<file path="config.mk">
export PLATFORM = sky130hd
export DESIGN_NAME = pwm_generator_mc
export DESIGN_NICKNAME = d
export VERILOG_FILES = /design/src/rtl/pwm_generator_mc.sv
export SDC_FILE = /design/constraint.sdc
export NUM_CORES = 1
export LEC_CHECK = 0
export BUFFER_PORTS_ARGS = -buffer_cell sky130_fd_sc_hd__buf_2
export CAP_MARGIN = 40
export CORE_ASPECT_RATIO = 0.9
export CORE_MARGIN = 1
export CORE_UTILIZATION = 40
export DETAILED_ROUTE_END_ITERATION = 8
export PLACE_DENSITY = 0.67
export SYNTH_ARGS = -nofsm -noshare
export SYNTH_HDL_FRONTEND = slang
export SYNTH_SLANG_ARGS = --single-unit
</file>
<file path="constraint.sdc">
create_clock -name clk -period 2.5 [get_ports clk]
set_input_delay 0.5 -clock clk [delete_from_list [all_inputs] [get_ports clk]]
set_output_delay 0.5 -clock clk [all_outputs]
set_load 0.02 [all_outputs]
</file>
<file path="src/rtl/pwm_generator_mc.sv">
// Multi-channel PWM generator.
// A free-running DW-bit counter sets the period (2^DW cycles). Each channel
// has a shadow duty register that software writes at any time and an
// active duty register that the comparator uses. Shadow values move to
// active only at the period boundary (or at once while stopped), so a
// duty change never produces a truncated or glitched pulse.
module pwm_generator_mc #(
  parameter int CH = 4,
  parameter int DW = 8,
  localparam int SW = (CH > 1) ? $clog2(CH) : 1
) (
  input  logic          clk,
  input  logic          rst,
  input  logic          run,
  input  logic          enable,
  input  logic [SW-1:0] ch_sel,
  input  logic [DW-1:0] data_in,
  output logic [CH-1:0] pwm,
  output logic [CH-1:0] valid,
  output logic [CH-1:0] pending,
  output logic          sync
);

  logic [DW-1:0]          cnt_q, cnt_d;
  logic [CH-1:0][DW-1:0]  shadow_q, shadow_d;
  logic [CH-1:0][DW-1:0]  active_q, active_d;
  logic [CH-1:0]          pending_q, pending_d;
  logic [CH-1:0]          valid_q, valid_d;
  logic [CH-1:0]          pwm_q, pwm_d;
  logic                   sync_q, sync_d;
  logic                   boundary;

  // Next-state logic: counter, shadow/active transfer, comparators, sync.
  always_comb begin
    // NOTE: every signal gets a default at the top so no path leaves it
    // unassigned; a missing default here would infer a latch.
    cnt_d     = run ? cnt_q + DW'(1) : '0;
    boundary  = run && (cnt_q == '1);
    shadow_d  = shadow_q;
    active_d  = active_q;
    pending_d = pending_q;
    valid_d   = '0;
    pwm_d     = '0;
    sync_d    = run && (cnt_q == '0);

    for (int i = 0; i < CH; i++) begin
      // Transfer uses the pre-edge shadow value; happens at the period
      // boundary, or on the very next edge while the counter is stopped.
      if (pending_q[i] && (boundary || !run)) begin
        active_d[i]  = shadow_q[i];
        pending_d[i] = 1'b0;
        valid_d[i]   = 1'b1;
      end
      // A write on the same edge wins over the clear: the new value stays
      // pending for the following transfer. Out-of-range ch_sel matches
      // no channel and is dropped.
      if (enable && (ch_sel == SW'(i))) begin
        shadow_d[i]  = data_in;
        pending_d[i] = 1'b1;
      end
      // Compare against the active duty; output lands one cycle after cnt.
      pwm_d[i] = run && (cnt_q < active_q[i]);
    end
  end

  // State registers with asynchronous active-high reset.
  always_ff @(posedge clk or posedge rst) begin
    if (rst) begin
      cnt_q     <= '0;
      // NOTE: the duty arrays are cleared on reset because a pending write
      // must not survive reset and the outputs must restart from duty 0.
      shadow_q  <= '0;
      active_q  <= '0;
      pending_q <= '0;
      valid_q   <= '0;
      pwm_q     <= '0;
      sync_q    <= 1'b0;
    end else begin
      // NOTE: non-blocking assignments so every flop samples pre-edge values.
      cnt_q     <= cnt_d;
      shadow_q  <= shadow_d;
      active_q  <= active_d;
      pending_q <= pending_d;
      valid_q   <= valid_d;
      pwm_q     <= pwm_d;
      sync_q    <= sync_d;
    end
  end

  assign pwm     = pwm_q;
  assign valid   = valid_q;
  assign pending = pending_q;
  assign sync    = sync_q;

endmodule
</file>
==> impl_results.html, run 1 <==
<table>
<tr><th>Metric</th><th>Value</th></tr>
<tr><th colspan="2">Yosys</th></tr>
<tr><td>Register bit total from synthesis</td><td>85</td></tr>
<tr><td>Count of warnings emitted by yosys</td><td>0</td></tr>
<tr><td>Fraction of synthesized cell area in xor and xnor cells</td><td>0.659%</td></tr>
<tr><td>Synth area leader</td><td>sky130_fd_sc_hd__dfrtp_1</td></tr>
<tr><td>Synth unique cells</td><td>38</td></tr>
<tr><td>Adder and majority gate portion of the synthesized area</td><td>9.41%</td></tr>
<tr><td>Post-synthesis mux area share</td><td>18.1%</td></tr>
<tr><td>Compound-cell area share of the yosys netlist</td><td>8.78%</td></tr>
<tr><td>Post-synth top area share</td><td>53.3%</td></tr>
<tr><td>Top post-synthesis cells by area</td><td>sky130_fd_sc_hd__dfrtp_1 53%, sky130_fd_sc_hd__mux2_2 18%, sky130_fd_sc_hd__ha_1 9.4%, sky130_fd_sc_hd__inv_1 3.1%, sky130_fd_sc_hd__o2bb2ai_4 2.8%</td></tr>
<tr><td>Cell count after synthesis</td><td>297</td></tr>
<tr><td>Share of synthesized cell area in and, or, nand and nor gates</td><td>6.05%</td></tr>
<tr><td>Main combinational cell family by area after synthesis</td><td>multiplexers</td></tr>
<tr><td>Mapped Area</td><td>3990 um2</td></tr>
<tr><td>Synth Net Count</td><td>341</td></tr>
<tr><td>Portion of the post-synthesis area used by sequential elements</td><td>53.3%</td></tr>
<tr><td>Synthesized area divided by synthesized cell count</td><td>13.4 um2</td></tr>
<tr><th colspan="2">Worst setup path</th></tr>
<tr><td>CP Data Arrival Time</td><td>2.32 ns</td></tr>
<tr><td>Type of element capturing the critical path</td><td>flop</td></tr>
<tr><td>Worst path cell trace</td><td>ha_1 &gt; a211oi_1 &gt; o21ai_0 &gt; a2111oi_0</td></tr>
<tr><td>Crit-path max cell delay</td><td>0.64 ns</td></tr>
<tr><td>Endpoint of the worst register-to-register path</td><td>pwm[1]$_DFF_PP0_</td></tr>
<tr><td>Worst Setup Start Kind</td><td>flop</td></tr>
<tr><td>Type of the worst setup path</td><td>flop to flop</td></tr>
<tr><td>Category of cells accounting for the largest share of critical-path delay</td><td>compound AO/OA/AOI/OAI gates</td></tr>
<tr><td>Data required time at the worst endpoint</td><td>2.67 ns</td></tr>
<tr><td>Count of cells along the worst register-to-register path</td><td>4</td></tr>
<tr><td>Setup slack, reg-to-reg</td><td>0.36 ns</td></tr>
<tr><td>Crit-path max FO</td><td>9</td></tr>
<tr><td>R2r startpoint</td><td>cnt_q[3]$_DFF_PP0_</td></tr>
<tr><td>Crit-path slowest cell</td><td>sky130_fd_sc_hd__dfrtp_1</td></tr>
<tr><td>Buf/Inv on CP</td><td>0</td></tr>
<tr><th colspan="2">Placed design</th></tr>
<tr><td>Final weighted congestion in routability-driven placement</td><td>0.825</td></tr>
<tr><td>Number of input and output port buffers inserted</td><td>26</td></tr>
<tr><td>Half-perimeter wire length of the detailed placement result</td><td>5.44 mm</td></tr>
<tr><td>Minimum setup slack after placement</td><td>0.448 ns</td></tr>
<tr><th colspan="2">Global route</th></tr>
<tr><td>Met3 usage</td><td>3.64%</td></tr>
<tr><td>Global-route met1 utilization</td><td>24.0%</td></tr>
<tr><td>Met2 track demand over resource</td><td>25.5%</td></tr>
<tr><td>Maximum number of pins on one net before global-route repair</td><td>86</td></tr>
<tr><td>Number of global-route vias before repair</td><td>2438</td></tr>
<tr><td>Overflow left after global routing</td><td>0</td></tr>
<tr><td>Initial antenna violation count</td><td>0</td></tr>
<tr><td>Gr busiest metal</td><td>met2</td></tr>
<tr><td>First-pass GRT wire length</td><td>13.0 mm</td></tr>
<tr><td>GR Util All Layers</td><td>16.9%</td></tr>
<tr><th colspan="2">STA</th></tr>
<tr><td>Achievable frequency</td><td>0.467 GHz</td></tr>
<tr><td>Unrepaired setup endpoints after global routing</td><td>false</td></tr>
<tr><td>Normalized max-slew margin</td><td>57.6%</td></tr>
<tr><td>Final period utilization</td><td>85.7%</td></tr>
<tr><td>Max Slew Vio Count</td><td>0</td></tr>
<tr><td>Least-Margin Pin Slew</td><td>0.620 ns</td></tr>
<tr><td>Count of final setup violators</td><td>0</td></tr>
<tr><td>Setup slack after layout</td><td>0.359 ns</td></tr>
<tr><td>Shortest clock period the worst path allows after layout</td><td>2.14 ns</td></tr>
<tr><td>Total negative setup slack</td><td>0 ns</td></tr>
<tr><td>Final count of hold timing violations</td><td>0</td></tr>
<tr><td>Worst Clk Skew</td><td>0.0107 ns</td></tr>
<tr><th colspan="2">Clock tree</th></tr>
<tr><td>Clock sinks</td><td>85</td></tr>
<tr><td>Number of buffers created by CTS</td><td>9</td></tr>
<tr><td>Quantity of hold-fixing buffers added after cts</td><td>0</td></tr>
<tr><td>Gates resized, CTS repair</td><td>0</td></tr>
<tr><td>H-tree depth</td><td>3</td></tr>
<tr><td>Clock insertion delay at the later pin of the skew report</td><td>0.35 ns</td></tr>
<tr><td>Post-CTS repair timing setup buffer count</td><td>0</td></tr>
<tr><td>Clock transition at the register clock pins on the worst setup and hold paths after CTS</td><td>0.09 ns</td></tr>
<tr><td>CTS tree</td><td>built</td></tr>
<tr><td>Maximum buffer depth of the clock tree</td><td>2</td></tr>
<tr><td>Root Buffer</td><td>sky130_fd_sc_hd__clkbuf_8</td></tr>
<tr><th colspan="2">Route</th></tr>
<tr><td>Post-detailed-route wirelength per cell</td><td>17.0 um</td></tr>
<tr><td>Wirelength, routed</td><td>7.87 mm</td></tr>
<tr><td>Vias</td><td>2384</td></tr>
<tr><td>ANT nets after route</td><td>0</td></tr>
<tr><td>Iteration-0 DRC Markers</td><td>100</td></tr>
<tr><td>Vias per inst</td><td>5.14</td></tr>
<tr><td>Drc violations</td><td>0</td></tr>
<tr><td>Number of search-and-repair iterations in the first detailed-routing pass</td><td>4</td></tr>
<tr><th colspan="2">Die</th></tr>
<tr><td>Num ports</td><td>27</td></tr>
<tr><td>Width of the die</td><td>107 um</td></tr>
<tr><td>Initial core utilization</td><td>41.1%</td></tr>
<tr><td>Die Outline Area</td><td>10400 um2</td></tr>
<tr><td># rows</td><td>34</td></tr>
<tr><td>Die height</td><td>96.8 um</td></tr>
<tr><td>Core outline area</td><td>9700 um2</td></tr>
<tr><th colspan="2">Pwr</th></tr>
<tr><td>Logic gate share of total power</td><td>21.1%</td></tr>
<tr><td>Power share of the sequential group</td><td>52.4%</td></tr>
<tr><td>LEAKAGE</td><td>2.09 nW</td></tr>
<tr><td>Clock Power Share</td><td>26.5%</td></tr>
<tr><td>Internal portion of total power</td><td>0.00256 W</td></tr>
<tr><td>Net switching power of the design</td><td>0.000989 W</td></tr>
<tr><td>Ratio of total power to cell area</td><td>790 nW/um2</td></tr>
<tr><td>IR Drop Worst-Case VDD</td><td>417 uV</td></tr>
<tr><td>Switching share of total power</td><td>27.9%</td></tr>
<tr><th colspan="2">Cells and area</th></tr>
<tr><td># diodes</td><td>0</td></tr>
<tr><td>Fraction of layout instances using a drive strength above 1</td><td>34.9%</td></tr>
<tr><td>Total number of nets in the final design</td><td>377</td></tr>
<tr><td>Count of fill cells added during filler insertion</td><td>897</td></tr>
<tr><td>Synthesis-to-layout area growth</td><td>12.6%</td></tr>
<tr><th colspan="2">Run</th></tr>
<tr><td>MaxCap Viol Count</td><td>0</td></tr>
<tr><th colspan="2">Outcome</th></tr>
<tr><td>Result of the run</td><td>completed</td></tr>
<tr><th colspan="2">Hold path</th></tr>
<tr><td>Path type of the worst min-delay path</td><td>primary input to async pin</td></tr>
</table>
==> per-stage QoR <==
stage | hold WS (ns) | total power, W | utilization (%) | area [um2] | cells
after floorplan | 0.458 | 0.00243 | - | 3990 | 297
after global placement | 0.470 | 0.00261 | 44.4 | 4300 | 448
after detailed placement | 0.483 | 0.00265 | 44.4 | 4300 | 448
after CTS | 0.276 | 0.00360 | 46.3 | 4490 | 464
after global routing | 0.291 | 0.00379 | 46.3 | 4490 | 464
final | 0.231 | 0.00355 | 46.3 | 4490 | 464
==> layer usage <==
layer  part of all wire, %  wire length, um
met1                    49             3840
met3                   3.5              273
met2                    46             3640
met4                   1.4              108
met5                     0                0
==> cell usage after synthesis (all sizes together) <==
master	instances
a2111o	1
a2111oi	3
a211oi	3
a21bo	3
a21o	1
a21oi	8
and2	1
and4b	1
buf	3
clkbuf	2
clkinv	1
dfrtp	85
ha	30
inv	33
mux2	64
nand2	4
nand2b	1
nand3	6
nand3b	2
nand4	5
nor2	6
nor2b	3
nor3	1
nor3b	4
nor4	2
o2111a	3
o2111ai	1
o211ai	3
o21a	1
o21ai	6
o2bb2ai	4
or3	3
xnor2	1
xor2	2
==> layout make-up <==
cell class	count	area, um2	area share [%]
tap	126	158	3.51
sequential	85	2130	47.3
inverter	34	131	2.92
clock buffer	10	128	2.84
clock inverter	6	63.8	1.42
multi-input combinational	173	1710	38.1
timing repair buffer	30	173	3.84
==> flip-flops by register name, summed over array words and instances (netlist names) <==
signal    count
active_q     32
pwm           4
valid         4
sync          1
cnt_q         8
pending       4
shadow_q     32
==> worst max-delay path by stage <==
stage,from,endpoint,slack [ns],depth (start not counted)
final,cnt_q[3]$_DFF_PP0_,pwm[1]$_DFF_PP0_,0.36,4
after global routing,cnt_q[3]$_DFF_PP0_,pwm[1]$_DFF_PP0_,0.25,4
after CTS,cnt_q[3]$_DFF_PP0_,pwm[1]$_DFF_PP0_,0.41,4
after detailed placement,cnt_q[3]$_DFF_PP0_,pwm[1]$_DFF_PP0_,0.45,4
after global placement,cnt_q[3]$_DFF_PP0_,pwm[1]$_DFF_PP0_,0.46,4
after floorplan,cnt_q[1]$_DFF_PP0_,active_q[0]$_DFFE_PP0P_,0.75,5
==> cell usage in the layout (no fill, tap or decap), types with 4 or more instances in the layout <==
cell type | synthesis | final
sky130_fd_sc_hd__inv_1 | 33 | 32
sky130_fd_sc_hd__nand4_1 | 4 | 4
sky130_fd_sc_hd__a21oi_1 | 8 | 8
sky130_fd_sc_hd__o2bb2ai_4 | 4 | 4
sky130_fd_sc_hd__dfrtp_1 | 85 | 85
sky130_fd_sc_hd__mux2_2 | 63 | 63
sky130_fd_sc_hd__nand2_1 | 4 | 4
sky130_fd_sc_hd__o21ai_0 | 6 | 6
sky130_fd_sc_hd__nor2_1 | 6 | 6
sky130_fd_sc_hd__ha_1 | 30 | 30
sky130_fd_sc_hd__buf_2 | 2 | 26
sky130_fd_sc_hd__clkbuf_8 | 0 | 9
sky130_fd_sc_hd__nand3_1 | 6 | 6
==> kinds of logic (layout without fill, tap and decap cells) <==
group / Yosys count / count (layout)
flops: 85 / 85
xor+xnor: 3 / 3
simple gates: 39 / 39
fa+ha+maj: 30 / 30
buf+inv: 39 / 80
compound gates: 37 / 37
mux: 64 / 64
==> worst reg2reg max path, stage by stage, from the launching register on <==
cell                        delay [ns]
sky130_fd_sc_hd__dfrtp_1          0.64
sky130_fd_sc_hd__ha_1             0.33
sky130_fd_sc_hd__a211oi_1         0.22
sky130_fd_sc_hd__o21ai_0          0.14
sky130_fd_sc_hd__a2111oi_0        0.63
==> power by group through the flow <==
| stage | registers (W) | logic [W] | clock network [W] |
|---|---|---|---|
| 2_1_floorplan | 0.00185 | 0.000579 | 0 |
| 3_3_place_gp | 0.00188 | 0.000730 | 0 |
| 3_5_place_dp | 0.00189 | 0.000762 | 0 |
| 4_1_cts | 0.00186 | 0.000765 | 0.000975 |
| 5_1_grt | 0.00190 | 0.000861 | 0.00103 |
| 6_report | 0.00186 | 0.000751 | 0.000940 |
Note: power is estimated with default switching activity, not from simulation.
==> inputs of run 2 (changes only) <==
==> config.mk (replaced) <==
export PLATFORM = sky130hd
export DESIGN_NAME = pwm_generator_mc
export DESIGN_NICKNAME = d
export VERILOG_FILES = /design/src/rtl/pwm_generator_mc.sv
export SDC_FILE = /design/constraint.sdc
export NUM_CORES = 1
export LEC_CHECK = 0
export CAP_MARGIN = 40
export CORE_ASPECT_RATIO = 0.9
export CORE_MARGIN = 1
export CORE_UTILIZATION = 40
export DETAILED_ROUTE_END_ITERATION = 8
export DONT_BUFFER_PORTS = 1
export PLACE_DENSITY = 0.64
export SYNTH_ARGS = -nofsm -noshare
export SYNTH_HDL_FRONTEND = slang
export SYNTH_SLANG_ARGS = --single-unit
==> impl_results.html, run 2 (synthesized netlist as in run 1, its figures left out) <==
<table>
<tr><th>Metric</th><th>Value</th></tr>
<tr><th colspan="2">Worst setup path</th></tr>
<tr><td>Endpoint of the worst register-to-register path</td><td>pwm[2]$_DFF_PP0_</td></tr>
<tr><td>Type of element capturing the critical path</td><td>flop</td></tr>
<tr><td>Crit-path max FO</td><td>9</td></tr>
<tr><td>Worst Setup Start Kind</td><td>flop</td></tr>
<tr><td>Crit-path slowest cell</td><td>sky130_fd_sc_hd__a2111oi_0</td></tr>
<tr><td>Count of cells along the worst register-to-register path</td><td>4</td></tr>
<tr><td>CP Data Arrival Time</td><td>2.22 ns</td></tr>
<tr><td>Data required time at the worst endpoint</td><td>2.69 ns</td></tr>
<tr><td>Crit-path max cell delay</td><td>0.61 ns</td></tr>
<tr><td>Worst path cell trace</td><td>ha_1 &gt; a211oi_1 &gt; o21ai_0 &gt; a2111oi_0</td></tr>
<tr><td>R2r startpoint</td><td>cnt_q[3]$_DFF_PP0_</td></tr>
<tr><td>Type of the worst setup path</td><td>flop to flop</td></tr>
<tr><td>Setup slack, reg-to-reg</td><td>0.47 ns</td></tr>
<tr><th colspan="2">Placed design</th></tr>
<tr><td>Final weighted congestion in routability-driven placement</td><td>0.802</td></tr>
<tr><td>Number of input and output port buffers inserted</td><td>0</td></tr>
<tr><td>Minimum setup slack after placement</td><td>0.525 ns</td></tr>
<tr><td>Half-perimeter wire length of the detailed placement result</td><td>5.48 mm</td></tr>
<tr><th colspan="2">Global route</th></tr>
<tr><td>Maximum number of pins on one net before global-route repair</td><td>31</td></tr>
<tr><td>GR Util All Layers</td><td>16.2%</td></tr>
<tr><td>First-pass GRT wire length</td><td>12.6 mm</td></tr>
<tr><td>Initial antenna violation count</td><td>0</td></tr>
<tr><td>Number of global-route vias before repair</td><td>2359</td></tr>
<tr><td>Overflow left after global routing</td><td>0</td></tr>
<tr><th colspan="2">Die</th></tr>
<tr><td>Die height</td><td>96.8 um</td></tr>
<tr><td>Initial core utilization</td><td>41.1%</td></tr>
<tr><td>Core outline area</td><td>9700 um2</td></tr>
<tr><td># rows</td><td>34</td></tr>
<tr><td>Width of the die</td><td>107 um</td></tr>
<tr><td>Die Outline Area</td><td>10400 um2</td></tr>
<tr><td>Num ports</td><td>27</td></tr>
<tr><th colspan="2">STA</th></tr>
<tr><td>Setup slack after layout</td><td>0.470 ns</td></tr>
<tr><td>Achievable frequency</td><td>0.493 GHz</td></tr>
<tr><td>Normalized max-slew margin</td><td>56.5%</td></tr>
<tr><td>Count of final setup violators</td><td>0</td></tr>
<tr><td>Unrepaired setup endpoints after global routing</td><td>false</td></tr>
<tr><td>Least-Margin Pin Slew</td><td>0.650 ns</td></tr>
<tr><td>Final period utilization</td><td>81.2%</td></tr>
<tr><td>Total negative setup slack</td><td>0 ns</td></tr>
<tr><td>Max Slew Vio Count</td><td>0</td></tr>
<tr><td>Shortest clock period the worst path allows after layout</td><td>2.03 ns</td></tr>
<tr><td>Worst Clk Skew</td><td>0.0116 ns</td></tr>
<tr><td>Final count of hold timing violations</td><td>0</td></tr>
<tr><th colspan="2">Clock tree</th></tr>
<tr><td>Clock transition at the register clock pins on the worst setup and hold paths after CTS</td><td>0.09 ns</td></tr>
<tr><td>Quantity of hold-fixing buffers added after cts</td><td>0</td></tr>
<tr><td>Root Buffer</td><td>sky130_fd_sc_hd__clkbuf_8</td></tr>
<tr><td>Maximum buffer depth of the clock tree</td><td>2</td></tr>
<tr><td>Gates resized, CTS repair</td><td>0</td></tr>
<tr><td>Clock sinks</td><td>85</td></tr>
<tr><td>H-tree depth</td><td>3</td></tr>
<tr><td>Number of buffers created by CTS</td><td>9</td></tr>
<tr><td>Clock insertion delay at the later pin of the skew report</td><td>0.36 ns</td></tr>
<tr><td>CTS tree</td><td>built</td></tr>
<tr><td>Post-CTS repair timing setup buffer count</td><td>0</td></tr>
<tr><th colspan="2">Hold path</th></tr>
<tr><td>Path type of the worst min-delay path</td><td>primary input to async pin</td></tr>
<tr><th colspan="2">Route</th></tr>
<tr><td>Number of search-and-repair iterations in the first detailed-routing pass</td><td>4</td></tr>
<tr><td>Post-detailed-route wirelength per cell</td><td>17.1 um</td></tr>
<tr><td>Vias</td><td>2303</td></tr>
<tr><td>Vias per inst</td><td>5.27</td></tr>
<tr><td>Iteration-0 DRC Markers</td><td>61</td></tr>
<tr><td>ANT nets after route</td><td>0</td></tr>
<tr><td>Wirelength, routed</td><td>7.45 mm</td></tr>
<tr><td>Drc violations</td><td>0</td></tr>
<tr><th colspan="2">Cells and area</th></tr>
<tr><td># diodes</td><td>0</td></tr>
<tr><td>Total number of nets in the final design</td><td>351</td></tr>
<tr><td>Count of fill cells added during filler insertion</td><td>925</td></tr>
<tr><td>Synthesis-to-layout area growth</td><td>9.60%</td></tr>
<tr><td>Fraction of layout instances using a drive strength above 1</td><td>29.3%</td></tr>
<tr><td>Highest-count cells in the layout ignoring fill and taps</td><td>85 x sky130_fd_sc_hd__dfrtp_1, 63 x sky130_fd_sc_hd__mux2_2, 32 x sky130_fd_sc_hd__inv_1</td></tr>
<tr><td>Final Util</td><td>45.1%</td></tr>
<tr><td>Area taken by flip-flops and latches</td><td>2130 um2</td></tr>
<tr><td>Combined area of the multi-input logic cells</td><td>1710 um2</td></tr>
<tr><td>Registers with the most flip-flops</td><td>active_q: 32 flops, shadow_q: 32 flops, cnt_q: 8 flops</td></tr>
<tr><td>Most common cell after layout, fill and taps aside</td><td>sky130_fd_sc_hd__dfrtp_1</td></tr>
<tr><th colspan="2">Pwr</th></tr>
<tr><td>LEAKAGE</td><td>1.98 nW</td></tr>
<tr><td>IR Drop Worst-Case VDD</td><td>400 uV</td></tr>
<tr><td>Ratio of total power to cell area</td><td>815 nW/um2</td></tr>
<tr><td>Total Power Consumption</td><td>0.00356 W</td></tr>
<tr><th colspan="2">Outcome</th></tr>
<tr><td>Result of the run</td><td>completed</td></tr>
<tr><th colspan="2">Run</th></tr>
<tr><td>MaxCap Viol Count</td><td>0</td></tr>
</table>
[run 2: cell types whose count changed in the layout (fill, tap and decap cells not counted), sizes merged]
cell,delta
buf,-26
clkinv,-3
clkbuf,+2
[run 2: worst max path at each step]
| stage | start | to | slack [ns] | cells past startpoint |
|---|---|---|---|---|
| floorplan | cnt_q[1]$_DFF_PP0_ | active_q[0]$_DFFE_PP0P_ | 0.75 | 5 |
| global placement | cnt_q[3]$_DFF_PP0_ | pwm[2]$_DFF_PP0_ | 0.55 | 4 |
| detailed placement | cnt_q[3]$_DFF_PP0_ | pwm[2]$_DFF_PP0_ | 0.52 | 4 |
| CTS | cnt_q[3]$_DFF_PP0_ | pwm[2]$_DFF_PP0_ | 0.50 | 4 |
| global route | cnt_q[3]$_DFF_PP0_ | pwm[2]$_DFF_PP0_ | 0.38 | 4 |
| finish | cnt_q[3]$_DFF_PP0_ | pwm[2]$_DFF_PP0_ | 0.47 | 4 |
[run 2: metrics by stage]
stage / instances / hold slack, ns / instance area [um2]
floorplan: 297 / 0.458 / 3990
global placement: 422 / 0.470 / 4170
detailed placement: 422 / 0.483 / 4170
CTS: 437 / 0.0966 / 4370
global route: 437 / 0.120 / 4370
finish: 437 / 0.0808 / 4370
[run 2: per-layer routing]
layer / global-route usage, % / vias to the layer above / wire length, um
li1: - / 1076 / -
met1: 22.1 / 1189 / 3670
met2: 24.6 / 33 / 3340
met3: 5.66 / 5 / 372
met4: 4.11 / 0 / 79
met5: 0 / - / 0
[run 2: worst max-delay path: cells and delay by family, from the launching register on]
family | cells | cell delay (ns)
AO/OA/AOI/OAI | 3 | 0.97
flip-flops | 1 | 0.58
adder cells (fa/ha/maj) | 1 | 0.32
[run 2: final cells by class]
cell class	count	area share, %
clock buffer	12	3.55
clock inverter	3	1.03
inverter	34	3.00
multi-input combinational	173	39.2
sequential	85	48.6
tap	126	3.61
timing repair buffer	4	0.973
[run 2: where the power goes]
| part | internal, W | switching [W] |
|---|---|---|
| sequential | 0.00169 | 0.000198 |
| clock | 0.000511 | 0.000472 |
| combinational | 0.000395 | 0.000299 |
